`config.mk`:
```
export PLATFORM = sky130hd
export DESIGN_NAME = cap_sense_ctrl
export DESIGN_NICKNAME = d
export VERILOG_FILES = /design/src/rtl/cap_sense_pkg.sv /design/src/rtl/cap_sense_filter.sv /design/src/rtl/cap_sense_ctrl.sv
export SDC_FILE = /design/constraint.sdc
export NUM_CORES = 1
export LEC_CHECK = 0
export BUFFER_PORTS_ARGS = -buffer_cell sky130_fd_sc_hd__buf_2
export CORE_MARGIN = 2
export CORE_UTILIZATION = 35
export DETAILED_ROUTE_END_ITERATION = 8
export RECOVER_POWER = 50
export SLEW_MARGIN = 20
export SYNTH_ARGS = -nofsm -noshare
export SYNTH_HDL_FRONTEND = slang
export SYNTH_HIERARCHICAL = 1
export SYNTH_SLANG_ARGS = --single-unit
```
`constraint.sdc`:
```
create_clock -name clock -period 1.95 [get_ports clock]
set_input_delay 0.39 -clock clock [delete_from_list [all_inputs] [get_ports clock]]
set_output_delay 0.39 -clock clock [all_outputs]
set_load 0.01 [all_outputs]
```
`src/rtl/cap_sense_pkg.sv`:
```
// Shared types and default timing constants for the capacitance sense controller.
package cap_sense_pkg;

    typedef enum logic [0:0] {
        SETTLE = 1'b0,
        CHARGE = 1'b1
    } cap_state_e;

    // Defaults for a 4 MHz system clock (5 ms each).
    localparam int CAP_TIMEOUT_4MHZ = 20000;
    localparam int CAP_SETTLE_4MHZ  = 20000;

endpackage

```
`src/rtl/cap_sense_filter.sv`:
```
// One comparator input: SYNC_STAGES-deep synchroniser followed by a stability
// filter that only follows the synced value after FILT_CYC consecutive differing cycles.
module cap_sense_filter
    import cap_sense_pkg::*;
#(
    parameter int SYNC_STAGES = 2,
    parameter int FILT_CYC    = 3
) (
    input  logic clock,
    input  logic reset,
    input  logic async_in,
    output logic filt_out
);

    localparam int FCW = (FILT_CYC > 1) ? $clog2(FILT_CYC) : 1;

    logic [SYNC_STAGES-1:0] sync_q, sync_d;
    logic [FCW-1:0]         stab_q, stab_d;
    logic                   filt_q, filt_d;
    logic                   synced;

    assign synced = sync_q[SYNC_STAGES-1];

    always_comb begin
        sync_d = {sync_q[SYNC_STAGES-2:0], async_in};
        filt_d = filt_q;
        stab_d = '0;
        // Any cycle where the synced value agrees with the output restarts the count.
        if (synced != filt_q) begin
            if (stab_q == FCW'(FILT_CYC - 1)) begin
                filt_d = synced;
            end else begin
                stab_d = stab_q + FCW'(1);
            end
        end
    end

    always_ff @(posedge clock or posedge reset) begin
        if (reset) begin
            sync_q <= '0;
            stab_q <= '0;
            filt_q <= 1'b0;
        end else begin
            sync_q <= sync_d;
            stab_q <= stab_d;
            filt_q <= filt_d;
        end
    end

    assign filt_out = filt_q;

endmodule

```
`src/rtl/cap_sense_ctrl.sv`:
```
// Capacitance comparator front-end: deglitch, hysteresis, reference toggling and
// charge-time measurement. Define CAP_AVG_EN to report block averages of 2^AVG_LOG2 samples.
module cap_sense_ctrl
    import cap_sense_pkg::*;
#(
    parameter int SYNC_STAGES = 2,
    parameter int FILT_CYC    = 3,
    parameter int CNT_W       = 16,
    parameter int TIMEOUT     = CAP_TIMEOUT_4MHZ,
    parameter int SETTLE_CYC  = CAP_SETTLE_4MHZ,
    parameter int AVG_LOG2    = 2
) (
    input  logic             clock,
    input  logic             reset,
    input  logic             pos_comparator,
    input  logic             neg_comparator,
    output logic             reference,
    output logic             antibounce,
    output logic [CNT_W-1:0] period,
    output logic             period_valid,
    output logic             overflow
);

    if (SYNC_STAGES < 2 || FILT_CYC < 1 || AVG_LOG2 < 1 || TIMEOUT < 1 ||
        SETTLE_CYC < 1 || CNT_W > 31 || TIMEOUT >= (1 << CNT_W)) begin : g_param_check
        $error("cap_sense_ctrl: illegal parameter combination");
    end

    function automatic logic [CNT_W-1:0] sat_inc(input logic [CNT_W-1:0] v);
        return (&v) ? v : v + CNT_W'(1);
    endfunction

    logic filt_pos, filt_neg;

    cap_sense_filter #(
        .SYNC_STAGES (SYNC_STAGES),
        .FILT_CYC    (FILT_CYC)
    ) u_filt_pos (
        .clock    (clock),
        .reset    (reset),
        .async_in (pos_comparator),
        .filt_out (filt_pos)
    );

    cap_sense_filter #(
        .SYNC_STAGES (SYNC_STAGES),
        .FILT_CYC    (FILT_CYC)
    ) u_filt_neg (
        .clock    (clock),
        .reset    (reset),
        .async_in (neg_comparator),
        .filt_out (filt_neg)
    );

    cap_state_e       state_q, state_d;
    logic [CNT_W-1:0] cnt_q, cnt_d;
    logic             hyst_q, hyst_d;
    logic             ref_q, ref_d;
    logic [CNT_W-1:0] period_q, period_d;
    logic             pvalid_q, pvalid_d;
    logic             ovf_q, ovf_d;

    logic             settled;
    logic             meas_evt;
    logic             meas_tmo;
    logic [CNT_W-1:0] meas_val;

    assign settled = (hyst_q == ref_q);

    // Inside the window, or an inconsistent pos=1/neg=0 pair, holds the last level.
    always_comb begin
        hyst_d = hyst_q;
        if (filt_pos && filt_neg) begin
            hyst_d = 1'b1;
        end else if (!filt_pos && !filt_neg) begin
            hyst_d = 1'b0;
        end
    end

    always_comb begin
        state_d  = state_q;
        cnt_d    = cnt_q;
        ref_d    = ref_q;
        meas_evt = 1'b0;
        meas_tmo = 1'b0;
        meas_val = cnt_q;
        case (state_q)
            SETTLE: begin
                if (!settled) begin
                    cnt_d = '0;
                end else if (cnt_q == CNT_W'(SETTLE_CYC - 1)) begin
                    ref_d   = ~ref_q;
                    cnt_d   = '0;
                    state_d = CHARGE;
                end else begin
                    cnt_d = sat_inc(cnt_q);
                end
            end
            CHARGE: begin
                // A crossing takes priority over a coincident timeout.
                if (settled) begin
                    meas_evt = 1'b1;
                    meas_val = cnt_q;
                    cnt_d    = '0;
                    state_d  = SETTLE;
                end else if (cnt_q == CNT_W'(TIMEOUT - 1)) begin
                    meas_evt = 1'b1;
                    meas_tmo = 1'b1;
                    meas_val = CNT_W'(TIMEOUT);
                    ref_d    = ~ref_q;
                    cnt_d    = '0;
                end else begin
                    cnt_d = sat_inc(cnt_q);
                end
            end
            default: begin
                state_d = SETTLE;
                cnt_d   = '0;
            end
        endcase
    end

`ifdef CAP_AVG_EN
    localparam int SUM_W = CNT_W + AVG_LOG2;

    logic [SUM_W-1:0]    sum_q, sum_d, sum_next;
    logic [AVG_LOG2-1:0] smp_q, smp_d;
    logic                ovf_acc_q, ovf_acc_d;

    always_comb begin
        sum_next  = sum_q + SUM_W'(meas_val);
        sum_d     = sum_q;
        smp_d     = smp_q;
        ovf_acc_d = ovf_acc_q;
        period_d  = period_q;
        pvalid_d  = 1'b0;
        ovf_d     = 1'b0;
        if (meas_evt) begin
            if (&smp_q) begin
                period_d  = sum_next[SUM_W-1:AVG_LOG2];
                pvalid_d  = 1'b1;
                ovf_d     = ovf_acc_q | meas_tmo;
                sum_d     = '0;
                smp_d     = '0;
                ovf_acc_d = 1'b0;
            end else begin
                sum_d     = sum_next;
                smp_d     = smp_q + AVG_LOG2'(1);
                ovf_acc_d = ovf_acc_q | meas_tmo;
            end
        end
    end

    always_ff @(posedge clock or posedge reset) begin
        if (reset) begin
            sum_q     <= '0;
            smp_q     <= '0;
            ovf_acc_q <= 1'b0;
        end else begin
            sum_q     <= sum_d;
            smp_q     <= smp_d;
            ovf_acc_q <= ovf_acc_d;
        end
    end
`else
    always_comb begin
        period_d = meas_evt ? meas_val : period_q;
        pvalid_d = meas_evt;
        ovf_d    = meas_tmo;
    end
`endif

    always_ff @(posedge clock or posedge reset) begin
        if (reset) begin
            state_q  <= SETTLE;
            cnt_q    <= '0;
            hyst_q   <= 1'b0;
            ref_q    <= 1'b0;
            period_q <= '0;
            pvalid_q <= 1'b0;
            ovf_q    <= 1'b0;
        end else begin
            state_q  <= state_d;
            cnt_q    <= cnt_d;
            hyst_q   <= hyst_d;
            ref_q    <= ref_d;
            period_q <= period_d;
            pvalid_q <= pvalid_d;
            ovf_q    <= ovf_d;
        end
    end

    assign reference    = ref_q;
    assign antibounce   = settled;
    assign period       = period_q;
    assign period_valid = pvalid_q;
    assign overflow     = ovf_q;

endmodule

```
==> flow_summary.json <==
{
  "gp_congestion": 0.798,
  "ant_nets": 0,
  "yosysUniqueCellTypes": 45,
  "coreArea_sq_um": 5890,
  "overflow": 0,
  "drc": 0,
  "worstPathMaxFanout": 4,
  "holdWs_ns": 0.197,
  "cts_setup_buffers": 0,
  "yosys.area.top_type": "dfrtp_1",
  "critPathLaunchType": "register",
  "worstMarginPinSlew_ns": 0.885,
  "clk_pin_slew_ns": 0.08,
  "grt.total_usage_pct": 13.3,
  "period_needed_ns": 1.87,
  "n_antenna_cell": 0,
  "numCtsBuffers": 5,
  "final_common_cell": "dfrtp_1",
  "grt_pass1_vias": 1456,
  "min_path_type": "input pin to register",
  "cp-end-kind": "register",
  "ys.flop_type": "dfrtp_1",
  "cp-startpoint": "cnt_q[5]",
  "yosys_warnings": 6,
  "setup_viol": 0,
  "clk-insertion-delay-late_ns": 0.29,
  "maxSlewHeadroom_pct": 41.0,
  "fin_crit_sh_pct": 95.7,
  "yosysSeqAreaShare_pct": 55.7,
  "fp-row-count": 28,
  "area_growth_pct": 19.4,
  "initial_utilization_pct": 35.9,
  "drive_above_1_share_pct": 26.9,
  "cts.htree.levels": 2,
  "drtPass1Iterations": 4,
  "ff2ff_setup_slack_ns": 0.08,
  "cts_buffer_depth": 2,
  "tritoncts": "built",
  "rr_endpoint": "period[14]",
  "fin_tns_setup_ns": 0,
  "wire_per_inst_um": 13.9,
  "synth_top_area_share_pct": 55.7,
  "grt_pass1_wl_mm": 6.86,
  "drtIter0Drc": 77,
  "total_power_w": 0.00235,
  "leakage_nw": 1.20,
  "fillers": 567,
  "dieArea_sq_um": 6670,
  "clock-sinks": 47,
  "r2r_cells": 5,
  "power_density_nw_per_um2": 931,
  "synth_edf_count": 0,
  "hold_viol_final": 0,
  "final.setup_skew_ns": 0.0104,
  "crit_required_ns": 2.13,
  "cap_violations": 0,
  "worstSetupPathType": "register to register",
  "async_reset_ff_share_pct": 100,
  "die_w_um": 81.7,
  "syn_inst": 184,
  "die_h_um": 81.7,
  "vias": 1556,
  "synth_seq_cells": 47,
  "dp_hpwl_mm": 3.01,
  "mostFrequentLayoutCells": "dfrtp_1 (47), buf_2 (22), buf_4 (17)",
  "worst_ep_arrival_time_ns": 2.05,
  "outcome": "finished clean",
  "rsz0062_at_grt": "false",
  "syn-num-nets": 190,
  "postRouteWirelength_mm": 4.13,
  "grt_max_degree": 38,
  "pin_count": 24,
  "drv_slew": 0,
  "port_buffers": 23,
  "antenna_found_initial": 0,
  "root_buffer": "clkbuf_8",
  "ir_worst_vdd_uv": 420,
  "regToRegStartpoint": "cnt_q[5]",
  "fmax_ghz": 0.536,
  "syn_area_sq_um": 2110,
  "synth_area_per_cell_sq_um": 11.5,
  "nets": 229,
  "ys_top_cells_by_area": "dfrtp_1 (56%), a22o_1 (4.6%), nor2_1 (2.8%), mux2_2 (2.7%), nor3_1 (2.1%)",
  "crit_end": "period[14]",
  "via_per_inst": 5.22
}
-- critical path, cell delays in order, from the launching register on --
cell	delay (ns)
dfrtp_1	0.38
or4b_4	0.55
nor4_4	0.29
o21ai_2	0.09
buf_4	0.16
mux2_2	0.27
-- sequential cells by signal, summed over array words and instances (netlist names) --
| register | flops |
|---|---|
| u_filt_neg/filt_out | 1 |
| u_filt_pos/sync_q | 2 |
| u_filt_neg/sync_q | 2 |
| u_filt_neg/stab_q | 2 |
| state_q | 1 |
| hyst_q | 1 |
| reference | 1 |
| u_filt_pos/filt_out | 1 |
| period | 16 |
| period_valid | 1 |
| cnt_q | 16 |
| u_filt_pos/stab_q | 2 |
| overflow | 1 |
-- report_power, final --
part	internal (W)	total, W	leakage [nW]	switching (W)
Combinational	0.000238	0.000468	0.515	0.000230
Sequential	0.00109	0.00119	0.633	0.000103
Clock	0.000376	0.000687	0.0513	0.000310
-- routing by layer --
layer	vias to the layer above	GRT usage (%)	wire (um)
met5	-	0	0
met4	0	3.83	46
met3	6	2.97	176
met2	35	22.0	1970
met1	767	17.7	1940
li1	748	-	-
-- stage by stage --
| step | setup slack (ns) | std cells | cell area [sq um] | utilization (%) |
|---|---|---|---|---|
| 6_report | 0.0842 | 298 | 2520 | 42.8 |
| 5_1_grt | 0.00427 | 298 | 2520 | 42.8 |
| 4_1_cts | 0.0746 | 298 | 2520 | 42.9 |
| 3_5_place_dp | 0.0853 | 290 | 2410 | 41.0 |
| 3_3_place_gp | 0.122 | 290 | 2410 | 41.0 |
| 2_1_floorplan | 0.0744 | 184 | 2110 | - |
-- cell usage after synthesis (3+ instances only) --
library cell / instances
nor4_1: 3
or4_1: 3
a22o_1: 11
o31ai_1: 4
xor2_1: 3
nand4_1: 5
nor2_1: 16
nor3_1: 9
clkbuf_1: 5
a211oi_1: 3
inv_1: 8
mux2_2: 5
a21oi_1: 5
nand2_1: 8
nand3_1: 4
and3_1: 3
dfrtp_1: 47
xnor2_1: 4
-- how the worst min path moves through the flow --
stage	startpoint	to	slack [ns]	cells after the start
after global routing	neg_comparator	u_filt_neg/sync_q[0]	0.19	1
after detailed placement	reset	u_filt_pos/sync_q[0]	0.31	2
final	neg_comparator	u_filt_neg/sync_q[0]	0.20	1
after floorplan	reset	u_filt_neg/filt_out	0.17	1
after CTS	pos_comparator	u_filt_pos/sync_q[0]	0.19	1
after global placement	reset	u_filt_neg/filt_out	0.31	2
-- what timing repair did --
item                                    in CTS  in global routing
hold endpoints to repair                    10                  0
hold buffers                                 1                  0
endpoints found under the setup margin       0                  3
resized for setup                            0                  2
-- final cells by class --
class	instances	area, sq um	share of cell area (%)
sequential	47	1180	46.7
multi-input combinational	118	842	33.4
timing repair buffer	43	277	11.0
tap	75	93.8	3.72
clock buffer	6	72.6	2.88
clock inverter	1	30.0	1.19
inverter	8	30.0	1.19
-- logic make-up after synthesis --
family / synth area share (%)
adders and majority gates: 1.18
AOI/OAI and AO/OA: 10.9
xor gates and xnor gates: 2.90
and+or+nand+nor: 20.3
buffers and inverters: 4.44
muxes: 4.56
DFF: 55.7
Power figures use the tool's default switching activity.
